--- src/rtl/mem_port_arbiter.sv ---
// mem_port_arbiter: shares one single-port memory between the fetch (I) and
// memory (D) pipeline stages. D normally wins a collision. A 2-bit starvation
// counter hands the port to I after three D wins in a row while I waits.
// Memory-side outputs are registered and held for the whole transaction.
module mem_port_arbiter #(
  parameter int ADDR_W = 32,
  parameter int DATA_W = 32
) (
  input  logic              Clk,
  input  logic              Rst,
  // fetch stage
  input  logic              IReq,
  input  logic [ADDR_W-1:0] IAddr,
  output logic              IRdy,
  output logic [DATA_W-1:0] IRdata,
  // memory stage
  input  logic              DReq,
  input  logic              DWe,
  input  logic [ADDR_W-1:0] DAddr,
  input  logic [DATA_W-1:0] DWdata,
  output logic              DRdy,
  output logic [DATA_W-1:0] DRdata,
  // shared memory
  output logic              MReq,
  output logic              MWe,
  output logic [ADDR_W-1:0] MAddr,
  output logic [DATA_W-1:0] MWdata,
  input  logic [DATA_W-1:0] MRdata,
  input  logic              MAck,
  // pipeline stalls
  output logic              IStall,
  output logic              DStall
);

  typedef enum logic [1:0] {
    IDLE  = 2'd0,
    IBUSY = 2'd1,
    DBUSY = 2'd2
  } state_t;

  state_t     state_r;
  state_t     state_nxt_s;
  logic [1:0] starve_r;
  logic       i_valid_s;
  logic       d_valid_s;
  logic       grant_i_s;
  logic       grant_d_s;

  // Arbitration and next-state decode; a requester whose Rdy is high this
  // cycle is finishing, so its still-high Req is not a new request.
  always_comb begin
    i_valid_s   = IReq & ~IRdy;
    d_valid_s   = DReq & ~DRdy;
    grant_i_s   = 1'b0;
    grant_d_s   = 1'b0;
    state_nxt_s = state_r;
    case (state_r)
      IDLE: begin
        if (d_valid_s && !(i_valid_s && (starve_r == 2'd3))) begin
          grant_d_s   = 1'b1;
          state_nxt_s = DBUSY;
        end else if (i_valid_s) begin
          grant_i_s   = 1'b1;
          state_nxt_s = IBUSY;
        end else begin
          state_nxt_s = IDLE;
        end
      end
      IBUSY: begin
        if (MAck) begin
          state_nxt_s = IDLE;
        end else begin
          state_nxt_s = IBUSY;
        end
      end
      DBUSY: begin
        if (MAck) begin
          state_nxt_s = IDLE;
        end else begin
          state_nxt_s = DBUSY;
        end
      end
      default: begin
        state_nxt_s = IDLE;
      end
    endcase
  end

  // State register and saturating starvation counter (counts D wins while I waits).
  always_ff @(posedge Clk) begin
    if (Rst) begin
      state_r  <= IDLE;
      starve_r <= 2'd0;
    end else begin
      state_r <= state_nxt_s;
      if (grant_i_s) begin
        starve_r <= 2'd0;
      end else if (grant_d_s && i_valid_s && (starve_r != 2'd3)) begin
        starve_r <= starve_r + 2'd1;
      end else begin
        starve_r <= starve_r;
      end
    end
  end

  // Memory-side request: latched at grant, held constant until MAck.
  always_ff @(posedge Clk) begin
    if (Rst) begin
      MReq   <= 1'b0;
      MWe    <= 1'b0;
      MAddr  <= {ADDR_W{1'b0}};
      MWdata <= {DATA_W{1'b0}};
    end else if (grant_d_s) begin
      MReq   <= 1'b1;
      MWe    <= DWe;
      MAddr  <= DAddr;
      MWdata <= DWdata;
    end else if (grant_i_s) begin
      MReq   <= 1'b1;
      MWe    <= 1'b0;
      MAddr  <= IAddr;
    end else if ((state_r != IDLE) && MAck) begin
      MReq   <= 1'b0;
    end else begin
      MReq   <= MReq;
    end
  end

  // Completion pulses and read-data capture; MAck outside a transaction is ignored.
  always_ff @(posedge Clk) begin
    if (Rst) begin
      IRdy   <= 1'b0;
      DRdy   <= 1'b0;
      IRdata <= {DATA_W{1'b0}};
      DRdata <= {DATA_W{1'b0}};
    end else begin
      IRdy <= (state_r == IBUSY) && MAck;
      DRdy <= (state_r == DBUSY) && MAck;
      if ((state_r == IBUSY) && MAck) begin
        IRdata <= MRdata;
      end else begin
        IRdata <= IRdata;
      end
      if ((state_r == DBUSY) && MAck && !MWe) begin
        DRdata <= MRdata;
      end else begin
        DRdata <= DRdata;
      end
    end
  end

  assign IStall = IReq & ~IRdy;
  assign DStall = DReq & ~DRdy;

endmodule
--- config.mk ---
export PLATFORM = sky130hd
export DESIGN_NAME = mem_port_arbiter
export DESIGN_NICKNAME = d
export VERILOG_FILES = /design/src/rtl/mem_port_arbiter.sv
export SDC_FILE = /design/constraint.sdc
export NUM_CORES = 1
export LEC_CHECK = 0
export BUFFER_PORTS_ARGS = -buffer_cell sky130_fd_sc_hd__buf_2
export CAP_MARGIN = 10
export CORE_UTILIZATION = 48
export DETAILED_ROUTE_END_ITERATION = 10
export GPL_TIMING_DRIVEN = 1
export PLACE_DENSITY = 0.84
export SYNTH_ARGS = -nofsm -noshare
export SYNTH_HDL_FRONTEND = slang
export SYNTH_SLANG_ARGS = --single-unit
--- constraint.sdc ---
create_clock -name Clk -period 2.2 [get_ports Clk]
set_input_delay 0.44 -clock Clk [delete_from_list [all_inputs] [get_ports Clk]]
set_output_delay 0.44 -clock Clk [all_outputs]
set_load 0.005 [all_outputs]
==> reports/results.txt, run 1 <==
Worst path depth: 3
Critical Path End: IStall
Fin Setup TNS: 0 ns
DRC: 0
end of the worst register-to-register path: MAddr[11]$_SDFFE_PP0P_
GPL Wtd Cong: 0.802
Internal: 0.00455 W
Setup Skew: 0.0115 ns
Pre-Repair DR Iteration Count: 4
DR WL/cell: 14.4 µm
Worst Reg-to-Reg Cells: 5
Core Region: 10,400 µm²
synthesis-to-finish area growth: 39.1%
Worst path top cell family by delay: flip-flops
FMAX: 565 MHz
crit-path max FO: 5
crit-path cells: nand2b_2 > inv_2 > buf_2
unrepaired setup endpoints after global routing: false
Worst setup startpoint: IRdy$_SDFF_PP0_
largest family of logic cells by synthesized area: simple AND/OR/NAND/NOR gates
antenna viol nets, final: 0
largest net degree at the start of global routing: 65
critical path required time: 1.76 ns
Setup violations, final: 0
Crit path buffers/inverters: 2
post-synthesis mux area share: 0.414%
final hold slack: 0.174 ns
status: finished, final reports clean
metal3 WL: 1130 µm
post-CTS sizing: 0
max-cap violations: 0
clock share of power: 43.3%
origin of the critical flop-to-flop path: state_r[0]$_SDFF_PP0_
leading area contributor after synthesis: dfxtp_1
Die W: 105 µm
Synth Area in Compound Gates: 10.7%
FILL cells: 933
CTS clk-pin slew, worst paths: 0.07 ns
die area: 11,100 µm²
vias in the first global route: 5,056
Mapped Area: 5140 µm²
Post-synth EDFFs: 0
initial antenna violation count: 0
Final #Nets: 1,020
Ys Warns: 0
FP Rows: 37
FF-to-FF setup slack: 0.48 ns
DIE HEIGHT: 105 µm
Synth Instances: 639
synth top area cells: dfxtp_1 (53%), nand2_1 (14%), a21oi_1 (9.6%)
Clock Sinks: 136
# diodes: 0
Synth Area in Simple Gates: 30.8%
GRT Resource Usage Total: 26.9%
wl on met1: 5890 µm
Mapped Nets: 774
Starting Density: 49.6%
Final min period: 1.77 ns
Post-synth ARST share: 0%
Slew Viols, Final: 0
layout cell share with drive strength beyond 1: 38.0%
Net Sw Frac: 27.8%
sequential share of power: 42.8%
post-layout util: 68.9%
worst hold path class: in -> reg
final std cells w/o fill: 1,034
placed wire-length estimate: 10,400 µm
ys flop type: dfxtp_1
Worst Hold Launch: DWdata[0]
hold depth: 3
post-synth top area share: 53.0%
Seq/Total Area, Yosys: 53.0%
Clock Path Buffers: 2
met2 wire len: 7440 µm
global-route wire length before repair: 24,000 µm
CTS tree: done
flops & latches, synth: 136
fin crit share: 80.4%
Slowest-stage cell, CP: dfxtp_1
cts bufs inserted: 17
postcts setup bufs: 0
crit start category: register
most instantiated cells after synthesis: nand2_1 (194), dfxtp_1 (136), a21oi_1 (99)
Comb pwr share: 13.9%
Adder-Cell Fraction of Synth Area: 0.243%
top-count cell post-synth: nand2_1
Max VDD drop: 0.581 mV
Post-CTS Hold Buffers: 0
delay of the slowest critical-path stage: 0.32 ns
Root Buffer: clkbuf_8
# IOs: 268
Tightest Pin Transition: 0.639 ns
post-synthesis xor/xnor area fraction: 0%
Vias/cell: 5.16
Pwr Density: 881 nW/µm²
Setup CP Type: reg -> out
H-tree levels: 4
crit path DAT: 1.33 ns
Clock Latency Late Sink: 0.50 ns
count of cell types in the netlist: 28
Setup crit end kind: output port
Rel. slew slack: 57.4%
Avg Cell Area, Syn: 8.05 µm²
cell count after placement: 1,002
Fin. Hold Viols: 0
number of port buffers: 267
Vias: 5,336
Iteration-0 DRC Markers: 297
top routing layer in use: met4
total gr overflow: 0
switching power: 0.00175 W
Leak: 3.28 nW
final wirelength: 14,900 µm
-- cells in the final DEF, fill, tap and decap left out, types with 2 or more instances in the layout --
cell type,synthesis,routed
inv_6,0,4
clkinvlp_4,0,2
dfxtp_1,136,136
clkbuf_16,0,16
nand2b_2,2,2
nor2_1,71,69
nor4_1,48,48
nand2_1,194,194
buf_12,0,5
o21ai_0,2,2
clkinv_4,0,3
a21oi_1,99,99
buf_4,3,9
nor4_2,17,17
nor2_2,0,2
inv_8,0,4
nand3b_1,2,2
buf_2,16,266
or2_2,2,2
-- layout make-up --
class	count	area [µm²]	area share, %
Inverter	2	7.51	0.105
Clock buffer	17	414	5.79
Timing Repair Buffer	280	1500	21.0
Clock inverter	15	156	2.19
Tap cell	136	170	2.38
Sequential cell	136	2720	38.1
Multi-Input combinational cell	448	2180	30.5
-- tightest hold or removal path, delay by kind of cell --
kind	cells	cell delay [ns]
buf+inv	1	0.10
simple gates	1	0.04
compound gates	1	0.05
-- per-layer routing --
layer	GRT usage, %	vias up
li1	-	2626
met1	31.6	2446
met2	45.3	225
met3	7.54	39
met4	12.4	0
met5	0	-
-- power by group through the flow --
stage                     combinational (W)  clock (W)  sequential (W)
final                              0.000878    0.00273         0.00270
after global routing               0.000968    0.00289         0.00271
after CTS                          0.000882    0.00277         0.00270
after detailed placement           0.000880          0         0.00275
after global placement             0.000864          0         0.00274
after floorplan                    0.000462          0         0.00276
-- how the worst min path moves through the flow --
stage	to	slack, ns
6_report	MWdata[0]$_SDFFE_PP0P_	0.17
5_1_grt	DRdata[11]$_SDFFE_PP0P_	0.15
4_1_cts	MWdata[15]$_SDFFE_PP0P_	0.16
3_5_place_dp	DRdata[5]$_SDFFE_PP0P_	0.44
3_3_place_gp	DRdata[15]$_SDFFE_PP0P_	0.44
2_1_floorplan	DRdata[0]$_SDFFE_PP0P_	0.45
-- stage by stage --
step	instance area (µm²)	power, W	setup WS (ns)
global placement	6580	0.00361	0.488
floorplan	5140	0.00323	0.670
finish	7150	0.00630	0.431
detailed placement	6580	0.00363	0.340
global route	7150	0.00657	0.347
CTS	7150	0.00635	0.420
-- kinds of logic after synthesis --
| logic type | after synthesis |
|---|---|
| AO/OA/AOI/OAI | 105 |
| adder cells (fa/ha/maj) | 1 |
| buffers and inverters | 55 |
| flip-flops | 136 |
| multiplexers | 2 |
| AND/OR/NAND/NOR | 340 |
-- state kept, by name, indices dropped and copies added (netlist names) --
name and count:
MAddr 32, starve_r 2, IRdata 32, MWe 1, DRdata 32, MWdata 32, state_r 2, MReq 1
IRdy 1, DRdy 1
No activity file was read; power rests on OpenSTA's default activity.
==> run 2: changes to the inputs <==
--- a/config.mk
+++ b/config.mk
@@ -7,10 +7,10 @@
 export LEC_CHECK = 0
 export BUFFER_PORTS_ARGS = -buffer_cell sky130_fd_sc_hd__buf_2
 export CAP_MARGIN = 10
-export CORE_UTILIZATION = 48
+export CORE_UTILIZATION = 41
 export DETAILED_ROUTE_END_ITERATION = 10
 export GPL_TIMING_DRIVEN = 1
-export PLACE_DENSITY = 0.84
+export PLACE_DENSITY = 0.77
 export SYNTH_ARGS = -nofsm -noshare
 export SYNTH_HDL_FRONTEND = slang
 export SYNTH_SLANG_ARGS = --single-unit
==> constraint.sdc (replaced) <==
create_clock -name Clk -period 1.5 [get_ports Clk]
set_input_delay 0.3 -clock Clk [delete_from_list [all_inputs] [get_ports Clk]]
set_output_delay 0.3 -clock Clk [all_outputs]
set_load 0.005 [all_outputs]
==> run 2 against run 1 <==
The run now ends with negative setup slack left. Largest cell class unchanged. Largest power group unchanged. Final cell count increased by 6.5%. Sequential power up 47%. Critical path depth increased by 3.
==> reports/results.txt, run 2 (synthesis results as in run 1) <==
status: finished with violations
failing checks: negative setup slack
number of port buffers: 267
Pwr Density: 1290 nW/µm²
# IOs: 268
die area: 13,000 µm²
vias in the first global route: 4,934
unrepaired setup endpoints after global routing: true
register area: 2720 µm²
crit-path max FO: 11
setup ws final: -0.0592 ns
antenna viol nets, final: 0
synthesis-to-finish area growth: 51.9%
GPL Wtd Cong: 0.894
Setup crit end kind: register
DR WL/cell: 15.0 µm
DIE HEIGHT: 114 µm
Clock Path Buffers: 2
Root Buffer: clkbuf_16
cell count after placement: 1,052
largest net degree at the start of global routing: 78
Slew Viols, Final: 0
CTS tree: done
worst hold path class: in -> reg
FMAX: 641 MHz
global-route wire length before repair: 24,000 µm
critical path required time: 1.80 ns
Worst setup startpoint: state_r[0]$_SDFF_PP0_
H-tree levels: 4
leading cell types in the layout, fill and taps excluded: buf_2 (265), nand2_1 (193), dfxtp_1 (136), a21oi_1 (91), nor2_1 (69)
FF-to-FF setup slack: -0.06 ns
pre-CTS setup slack: -0.0464 ns
Clock Sinks: 136
Worst Reg-to-Reg Cells: 6
Core Region: 12,100 µm²
Clock Latency Late Sink: 0.41 ns
initial antenna violation count: 1
Final min period: 1.56 ns
Max VDD drop: 0.945 mV
Pre-Repair DR Iteration Count: 5
Fin Setup TNS: -1.01 ns
total gr overflow: 0
Setup CP Type: reg -> reg
hold depth: 3
GRT Resource Usage Total: 23.6%
Vias/cell: 5.12
max-cap violations: 0
Rel. slew slack: 70.8%
cts bufs inserted: 17
Critical Path End: MAddr[12]$_SDFFE_PP0P_
CTS clk-pin slew, worst paths: 0.05 ns
origin of the critical flop-to-flop path: state_r[0]$_SDFF_PP0_
Die W: 114 µm
commonest non-fill, non-tap cell in the layout: buf_2
placed wire-length estimate: 10,800 µm
Setup violations, final: 36
end of the worst register-to-register path: MAddr[12]$_SDFFE_PP0P_
crit start category: register
Leak: 3.56 nW
Setup Skew: 0.00488 ns
Multi-input gate area: 2240 µm²
Starting Density: 42.4%
FILL cells: 1,051
Iteration-0 DRC Markers: 377
crit path DAT: 1.86 ns
fin crit share: 104%
final std cells w/o fill: 1,101
final wirelength: 16,500 µm
Fin. Hold Viols: 0
Final #Nets: 1,055
DRC: 0
FP Rows: 40
layout cell share with drive strength beyond 1: 41.4%
Vias: 5,637
Tightest Pin Transition: 0.435 ns
==> run 2: cell types whose count changed in the layout (fill, tap and decap cells not counted), moves of 4 or more <==
cell / delta
buf_12: +7
inv_6: -4
buf_4: +16
clkbuf_16: +6
a21oi_2: +8
a21oi_1: -8
buf_6: +6
inv_8: -4
==> run 2: how the worst min path moves through the flow <==
stage	from	end	slack [ns]
6_report	DWdata[21]	MWdata[21]$_SDFFE_PP0P_	0.13
5_1_grt	DWdata[30]	MWdata[30]$_SDFFE_PP0P_	0.12
4_1_cts	DWdata[21]	MWdata[21]$_SDFFE_PP0P_	0.11
3_5_place_dp	MWdata[21]$_SDFFE_PP0P_	MWdata[21]$_SDFFE_PP0P_	0.44
3_3_place_gp	IRdata[26]$_SDFFE_PP0P_	IRdata[26]$_SDFFE_PP0P_	0.44
2_1_floorplan	MRdata[0]	DRdata[0]$_SDFFE_PP0P_	0.44
==> run 2: worst max-delay path: stages, from the launching register on <==
cell	delay, ns
dfxtp_1	0.31
or2_4	0.28
buf_8	0.16
a21oi_4	0.24
buf_12	0.17
nor2_1	0.04
nor4_1	0.26
==> run 2: cell type report <==
type,count,area share (%)
Tap cell,168,2.69
Clock buffer,24,6.30
Inverter,2,0.0962
Timing Repair Buffer,315,25.5
Antenna cell,1,0.0321
Sequential cell,136,34.9
Multi-Input combinational cell,448,28.7
Clock inverter,7,1.79
==> run 2: routing by layer <==
| layer | GRT usage (%) | share of wire [%] |
|---|---|---|
| met5 | 0 | 0 |
| met4 | 11.3 | 3.9 |
| met3 | 7.23 | 7.3 |
| met2 | 39.6 | 49 |
| met1 | 27.5 | 40 |
==> run 2: metrics by stage <==
step | cell area (µm²) | power [W] | utilization, % | hold WS, ns
after floorplan | 5140 | 0.00473 | - | 0.436
after global placement | 6830 | 0.00540 | 56.4 | 0.438
after detailed placement | 6830 | 0.00543 | 56.4 | 0.443
after CTS | 7540 | 0.00992 | 62.3 | 0.108
after global routing | 7810 | 0.0104 | 64.5 | 0.118
final | 7810 | 0.0100 | 64.5 | 0.127
==> run 2: timing repair <==
item | 4_1_cts | 5_1_grt
cloned | 1 | 6
hold buffers | 0 | 0
setup endpoints to repair | 41 | 64
gates resized for setup | 8 | 16
setup buffers | 2 | 8
pin swaps | 2 | 19
==> run 2: power breakdown <==
part	switching, W	internal (W)
logic	0.000840	0.000804
registers	0.000114	0.00385
clock network	0.00150	0.00295
